## src/rtl/small_poly_encode.sv

```systemverilog
// Packs the P ternary coefficients held in the r memory into the Small_encode byte
// stream: four 2-bit codes per byte, LSB first. Optional macro: SMALL_ENC_WEIGHT_CHECK_EN.
module small_poly_encode #(
  parameter int P      = 677,
  parameter int ADDR_W = 10,
  parameter int DATA_W = 12,
  parameter int W      = 252
) (
  input  logic              clk,
  input  logic              rst_n,
  input  logic              start,
  output logic              busy,
  output logic              done,
  output logic [ADDR_W-1:0] mem_rd_addr,
  input  logic [DATA_W-1:0] mem_rd_data,
  output logic              out_valid,
  input  logic              out_ready,
  output logic [7:0]        out_data,
  output logic              out_last,
`ifdef SMALL_ENC_WEIGHT_CHECK_EN
  output logic              weight_ok,
`endif
  output logic              enc_err
);

  localparam int NBYTES = (P + 3) / 4;
  localparam int BYTE_W = $clog2(NBYTES);
  localparam int LAST_N = P - 4 * (NBYTES - 1);
  localparam int WC_W   = $clog2(P + 1);

  typedef enum logic [1:0] {S_IDLE, S_FETCH, S_OUT, S_DONE} state_t;

  // Returns {illegal, mapped}: 00->01, 01->10, 11->00, 10 is illegal and maps to 01.
  function automatic logic [2:0] enc_coef(input logic [1:0] c);
    logic [2:0] r;
    case (c)
      2'b00:   r = 3'b001;
      2'b01:   r = 3'b010;
      2'b11:   r = 3'b000;
      default: r = 3'b101;
    endcase
    return r;
  endfunction

  state_t              state_q, state_d;
  logic                busy_q, busy_d, done_q, done_d;
  logic [ADDR_W-1:0]   addr_q, addr_d;
  logic [BYTE_W-1:0]   byte_q, byte_d;
  logic [2:0]          ph_q, ph_d;
  logic [7:0]          data_q, data_d;
  logic                valid_q, valid_d, last_q, last_d, err_q, err_d;
  logic                is_last_s;
  logic [2:0]          n_s;
  logic [1:0]          slot_s;
  logic [2:0]          enc_s;
  logic                nz_s;
  logic                unused_hi_s;

`ifdef SMALL_ENC_WEIGHT_CHECK_EN
  logic [WC_W-1:0]     wcnt_q, wcnt_d;
  logic                wok_q, wok_d;
  assign weight_ok = wok_q;
`else
  localparam int unused_w = W + WC_W;
`endif

  assign unused_hi_s = ^mem_rd_data[DATA_W-1:2];
  assign is_last_s   = (byte_q == BYTE_W'(NBYTES - 1));
  assign n_s         = is_last_s ? 3'(LAST_N) : 3'd4;
  assign slot_s      = ph_q[1:0] - 2'd1;
  assign enc_s       = enc_coef(mem_rd_data[1:0]);
  assign nz_s        = (mem_rd_data[1:0] == 2'b01) || (mem_rd_data[1:0] == 2'b11);

  // Next-state and output-register logic; phase ph_q counts issued addresses,
  // each capture lags its address by one cycle, so capture slot = ph_q-1.
  always_comb begin
    state_d = state_q;
    busy_d  = busy_q;
    done_d  = 1'b0;
    addr_d  = addr_q;
    byte_d  = byte_q;
    ph_d    = ph_q;
    data_d  = data_q;
    valid_d = valid_q;
    last_d  = last_q;
    err_d   = err_q;
`ifdef SMALL_ENC_WEIGHT_CHECK_EN
    wcnt_d  = wcnt_q;
    wok_d   = wok_q;
`endif
    case (state_q)
      S_IDLE: begin
        if (start) begin
          state_d = S_FETCH;
          busy_d  = 1'b1;
          addr_d  = '0;
          byte_d  = '0;
          ph_d    = 3'd0;
          data_d  = 8'd0;
          err_d   = 1'b0;
`ifdef SMALL_ENC_WEIGHT_CHECK_EN
          wcnt_d  = '0;
          wok_d   = 1'b0;
`endif
        end else begin
          state_d = S_IDLE;
        end
      end
      S_FETCH: begin
        if (ph_q != 3'd0) begin
          data_d[{slot_s, 1'b0} +: 2] = enc_s[1:0];
          err_d = err_q | enc_s[2];
`ifdef SMALL_ENC_WEIGHT_CHECK_EN
          if (nz_s) wcnt_d = wcnt_q + WC_W'(1);
          else      wcnt_d = wcnt_q;
`endif
        end else begin
          data_d = data_q;
        end
        if (ph_q == n_s) begin
          state_d = S_OUT;
          valid_d = 1'b1;
          last_d  = is_last_s;
        end else begin
          ph_d = ph_q + 3'd1;
          if ((ph_q + 3'd1) < n_s) addr_d = addr_q + ADDR_W'(1);
          else                     addr_d = addr_q;
        end
      end
      S_OUT: begin
        if (out_ready) begin
          valid_d = 1'b0;
          last_d  = 1'b0;
          ph_d    = 3'd0;
          if (is_last_s) begin
            state_d = S_DONE;
            busy_d  = 1'b0;
            done_d  = 1'b1;
`ifdef SMALL_ENC_WEIGHT_CHECK_EN
            wok_d   = (wcnt_q == WC_W'(W)) && !err_q;
`endif
          end else begin
            // Full bytes end on address 4k+3, so the next base is simply +1.
            state_d = S_FETCH;
            byte_d  = byte_q + BYTE_W'(1);
            addr_d  = addr_q + ADDR_W'(1);
            data_d  = 8'd0;
          end
        end else begin
          state_d = S_OUT;
        end
      end
      S_DONE: state_d = S_IDLE;
      default: begin
        state_d = S_IDLE;
        busy_d  = 1'b0;
        valid_d = 1'b0;
      end
    endcase
  end

  // State and output registers with asynchronous clear.
  always_ff @(posedge clk or negedge rst_n) begin
    if (!rst_n) begin
      state_q <= S_IDLE;
      busy_q  <= 1'b0;
      done_q  <= 1'b0;
      addr_q  <= '0;
      byte_q  <= '0;
      ph_q    <= 3'd0;
      data_q  <= 8'd0;
      valid_q <= 1'b0;
      last_q  <= 1'b0;
      err_q   <= 1'b0;
`ifdef SMALL_ENC_WEIGHT_CHECK_EN
      wcnt_q  <= '0;
      wok_q   <= 1'b0;
`endif
    end else begin
      state_q <= state_d;
      busy_q  <= busy_d;
      done_q  <= done_d;
      addr_q  <= addr_d;
      byte_q  <= byte_d;
      ph_q    <= ph_d;
      data_q  <= data_d;
      valid_q <= valid_d;
      last_q  <= last_d;
      err_q   <= err_d;
`ifdef SMALL_ENC_WEIGHT_CHECK_EN
      wcnt_q  <= wcnt_d;
      wok_q   <= wok_d;
`endif
    end
  end

  assign busy        = busy_q;
  assign done        = done_q;
  assign mem_rd_addr = addr_q;
  assign out_valid   = valid_q;
  assign out_data    = data_q;
  assign out_last    = last_q;
  assign enc_err     = err_q;

endmodule

```

## config.mk

```make
export PLATFORM = sky130hd
export DESIGN_NAME = small_poly_encode
export DESIGN_NICKNAME = d
export VERILOG_FILES = /design/src/rtl/small_poly_encode.sv
export SDC_FILE = /design/constraint.sdc
export NUM_CORES = 1
export LEC_CHECK = 0
export BUFFER_PORTS_ARGS = -buffer_cell sky130_fd_sc_hd__buf_2
export CORE_MARGIN = 2
export CORE_UTILIZATION = 48
export DETAILED_ROUTE_END_ITERATION = 6
export PLACE_DENSITY = 0.78
export SYNTH_ARGS = -nofsm -noshare
export SYNTH_HDL_FRONTEND = slang
export SYNTH_SLANG_ARGS = --single-unit
```

## constraint.sdc

```tcl
create_clock -name clk -period 3.4 [get_ports clk]
set_input_delay 0.17 -clock clk [delete_from_list [all_inputs] [get_ports clk]]
set_output_delay 0.17 -clock clk [all_outputs]
set_load 0.02 [all_outputs]
```

==> impl_metrics.tcl <==
set metrics [dict create \
    status "finished with violations" \
    violations "negative hold slack" \
    cts_tree "yes" \
    cts.path.max_buffers 2 \
    ctsRootBufferMaster "clkbuf_8" \
    dieWidth_um 71.1 \
    cts_buffers 5 \
    grt_overflow 0 \
    clk_pin_slew_ps 70 \
    htreeDepth 2 \
    rows 24 \
    max_clock_freq_mhz 379 \
    design_area_um2 2420 \
    finalSetupViolCount 0 \
    leakage_nw 1.15 \
    instances_no_fill 302 \
    min_path_type "in -> async" \
    slew_headroom_pct 47.6 \
    fillers 402 \
    hold_ws_ps -33.7 \
    critPathLaunchType "flop" \
    avgRoutedWirePerCell_um 14.2 \
    regToRegStartpoint "state_q[0]$_DFFE_PN0P_" \
    drt-met1-wl_um 2010 \
    cts_sinks 36 \
    ys_seq_elements 36 \
    yosysSeqAreaShare_pct 41.6 \
    grt_max_degree 37 \
    wl_um 4290 \
    end_kind "flop" \
    dp_slack_ps 790 \
    finalCoreUtilization_pct 55.5 \
    worst_pin_slew_ps 787 \
    die_h_um 71.1 \
    worst_slack_ps 761 \
    slowest_stage "or3b_1" \
    ioPinCount 39 \
    final_cell_mix "36 x dfrtp_1, 28 x buf_2, 20 x nor2_1" \
    rr_endpoint "mem_rd_addr[5]$_DFFE_PN0P_" \
    antenna_found_initial 0 \
    period_needed_ps 2640 \
    fin_setup_tns_ps 0 \
    start_util_pct 49.7 \
    first_global_vias 1605 \
    cts_resized 0 \
    ys_async_sr_fraction_pct 100 \
    drv_slew 0 \
    avgSynthCellArea_um2 9.74 \
    drive_above_1_share_pct 22.4 \
    synth_ff_type "dfrtp_1" \
    dp_hpwl_um 3090 \
    cts_setup_buffers 0 \
    wl_met2_um 2070 \
    dp.cells 297 \
    worst_ep_arrival_time_ps 2820 \
    port_buffers 28 \
    final_common_cell "dfrtp_1" \
    synth_cell_type_count 50 \
    synth_edf_count 0 \
    ir_drop_v 0.000304 \
    core-area_um2 4350 \
    crit_chain "inv_1 > ha_1 > buf_4 > nor2b_1 > nor3_4 > o221ai_2 > or3b_1 > o41ai_2" \
    p_per_area_nw_per_um2 674 \
    antenna_cells 0 \
    max_cap_viol_count 0 \
    placed_area_um2 2350 \
    synth_cells 222 \
    fin_skew_ps 6.35 \
    via_per_inst 5.72 \
    total_power_mw 1.63 \
    synth_warnings 0 \
    critical_path_class "reg -> reg" \
    path_max_fanout 13 \
    finalNetCount 280 \
    gp_congestion 0.858 \
    hold_viol 36 \
    firstDrtPassIters 4 \
    first_iter_violations 96 \
    critPathMaxStageDelay_ps 570 \
    drc 0 \
    die_area_um2 5060 \
    critPathTopFamily "simple AND/OR/NAND/NOR gates" \
    synth_area_um2 2160 \
    dr_total_vias 1728 \
    r2r_slack_ps 760 \
    grtUsageTotal_pct 18.2 \
    ff2ff_path_depth 8 \
    dr_wl_met3_um 170 \
    area.growth.synth_to_final_pct 11.7 \
    cts_hold_buf 0 \
    required_ps 3590 \
    min_period_over_period_pct 77.6 \
    grt_first_pass_wirelength_um 7360 \
    clock_latency_ps 280 \
    rsz0062_at_grt "false" \
    worst-path-buf-inv 2 \
    syn_nets 250 \
    postRouteAntennaNets 0 \
    top_layer "met4" \
]
## power by group
group | internal (mW) | leakage, nW | switching (mW) | total [mW]
Combinational | 0.303 | 0.627 | 0.510 | 0.813
Clock | 0.132 | 0.0359 | 0.135 | 0.267
Sequential | 0.489 | 0.486 | 0.0596 | 0.549
Total | 0.924 | 1.15 | 0.705 | 1.63
## how the worst max path moves through the flow
stage,startpoint,end,slack [ps],depth (start not counted)
detailed placement,state_q[0]$_DFFE_PN0P_,mem_rd_addr[5]$_DFFE_PN0P_,790,8
finish,state_q[0]$_DFFE_PN0P_,mem_rd_addr[5]$_DFFE_PN0P_,760,8
global placement,state_q[0]$_DFFE_PN0P_,mem_rd_addr[5]$_DFFE_PN0P_,830,8
floorplan,ph_q[0]$_DFFE_PN0P_,mem_rd_addr[5]$_DFFE_PN0P_,1290,7
global route,state_q[0]$_DFFE_PN0P_,mem_rd_addr[5]$_DFFE_PN0P_,610,8
CTS,state_q[0]$_DFFE_PN0P_,mem_rd_addr[5]$_DFFE_PN0P_,780,8
## Yosys cell counts (all sizes together) (5+ instances only)
cell type / instances / area [µm²]
dfrtp: 36 / 901
nor2: 21 / 81.3
o21ai: 17 / 88.8
nand2: 14 / 52.6
ha: 12 / 150
inv: 12 / 45.0
o31ai: 10 / 75.1
a21oi: 9 / 45.0
mux2: 9 / 101
nand3: 8 / 40.0
nor3: 7 / 46.3
nor2b: 5 / 31.3
xnor2: 5 / 43.8
## registers in the layout, summed over array words and instances (netlist names)
signal       cells
done             1
out_valid        1
out_data         8
enc_err          1
mem_rd_addr     10
busy             1
state_q          2
ph_q             3
out_last         1
byte_q           8
## metal layers
layer,track usage (%),up-vias
li1,-,873
met1,23.3,816
met2,29.8,35
met3,4.84,4
met4,6.50,0
met5,0,-
## layout make-up
type                            count  area [µm²]  share of cell area, %
Timing Repair Buffer               30         155                   6.42
Clock buffer                        5        68.8                   2.85
Inverter                           12        45.0                   1.86
Multi-Input combinational cell    167        1180                   48.9
Tap cell                           52        65.1                   2.69
Sequential cell                    36         901                   37.3
## kinds of logic (layout without fill, tap and decap cells)
| group | Yosys count | after routing | synth area share, % |
|---|---|---|---|
| AO/OA/AOI/OAI | 57 | 57 | 18.7 |
| XOR/XNOR | 6 | 6 | 2.43 |
| adder cells (fa/ha/maj) | 12 | 12 | 6.94 |
| buffers and inverters | 19 | 47 | 3.76 |
| flip-flops | 36 | 36 | 41.6 |
| multiplexers | 13 | 13 | 6.54 |
| AND/OR/NAND/NOR | 79 | 79 | 20.0 |
Note: power is estimated with default switching activity, not from simulation.
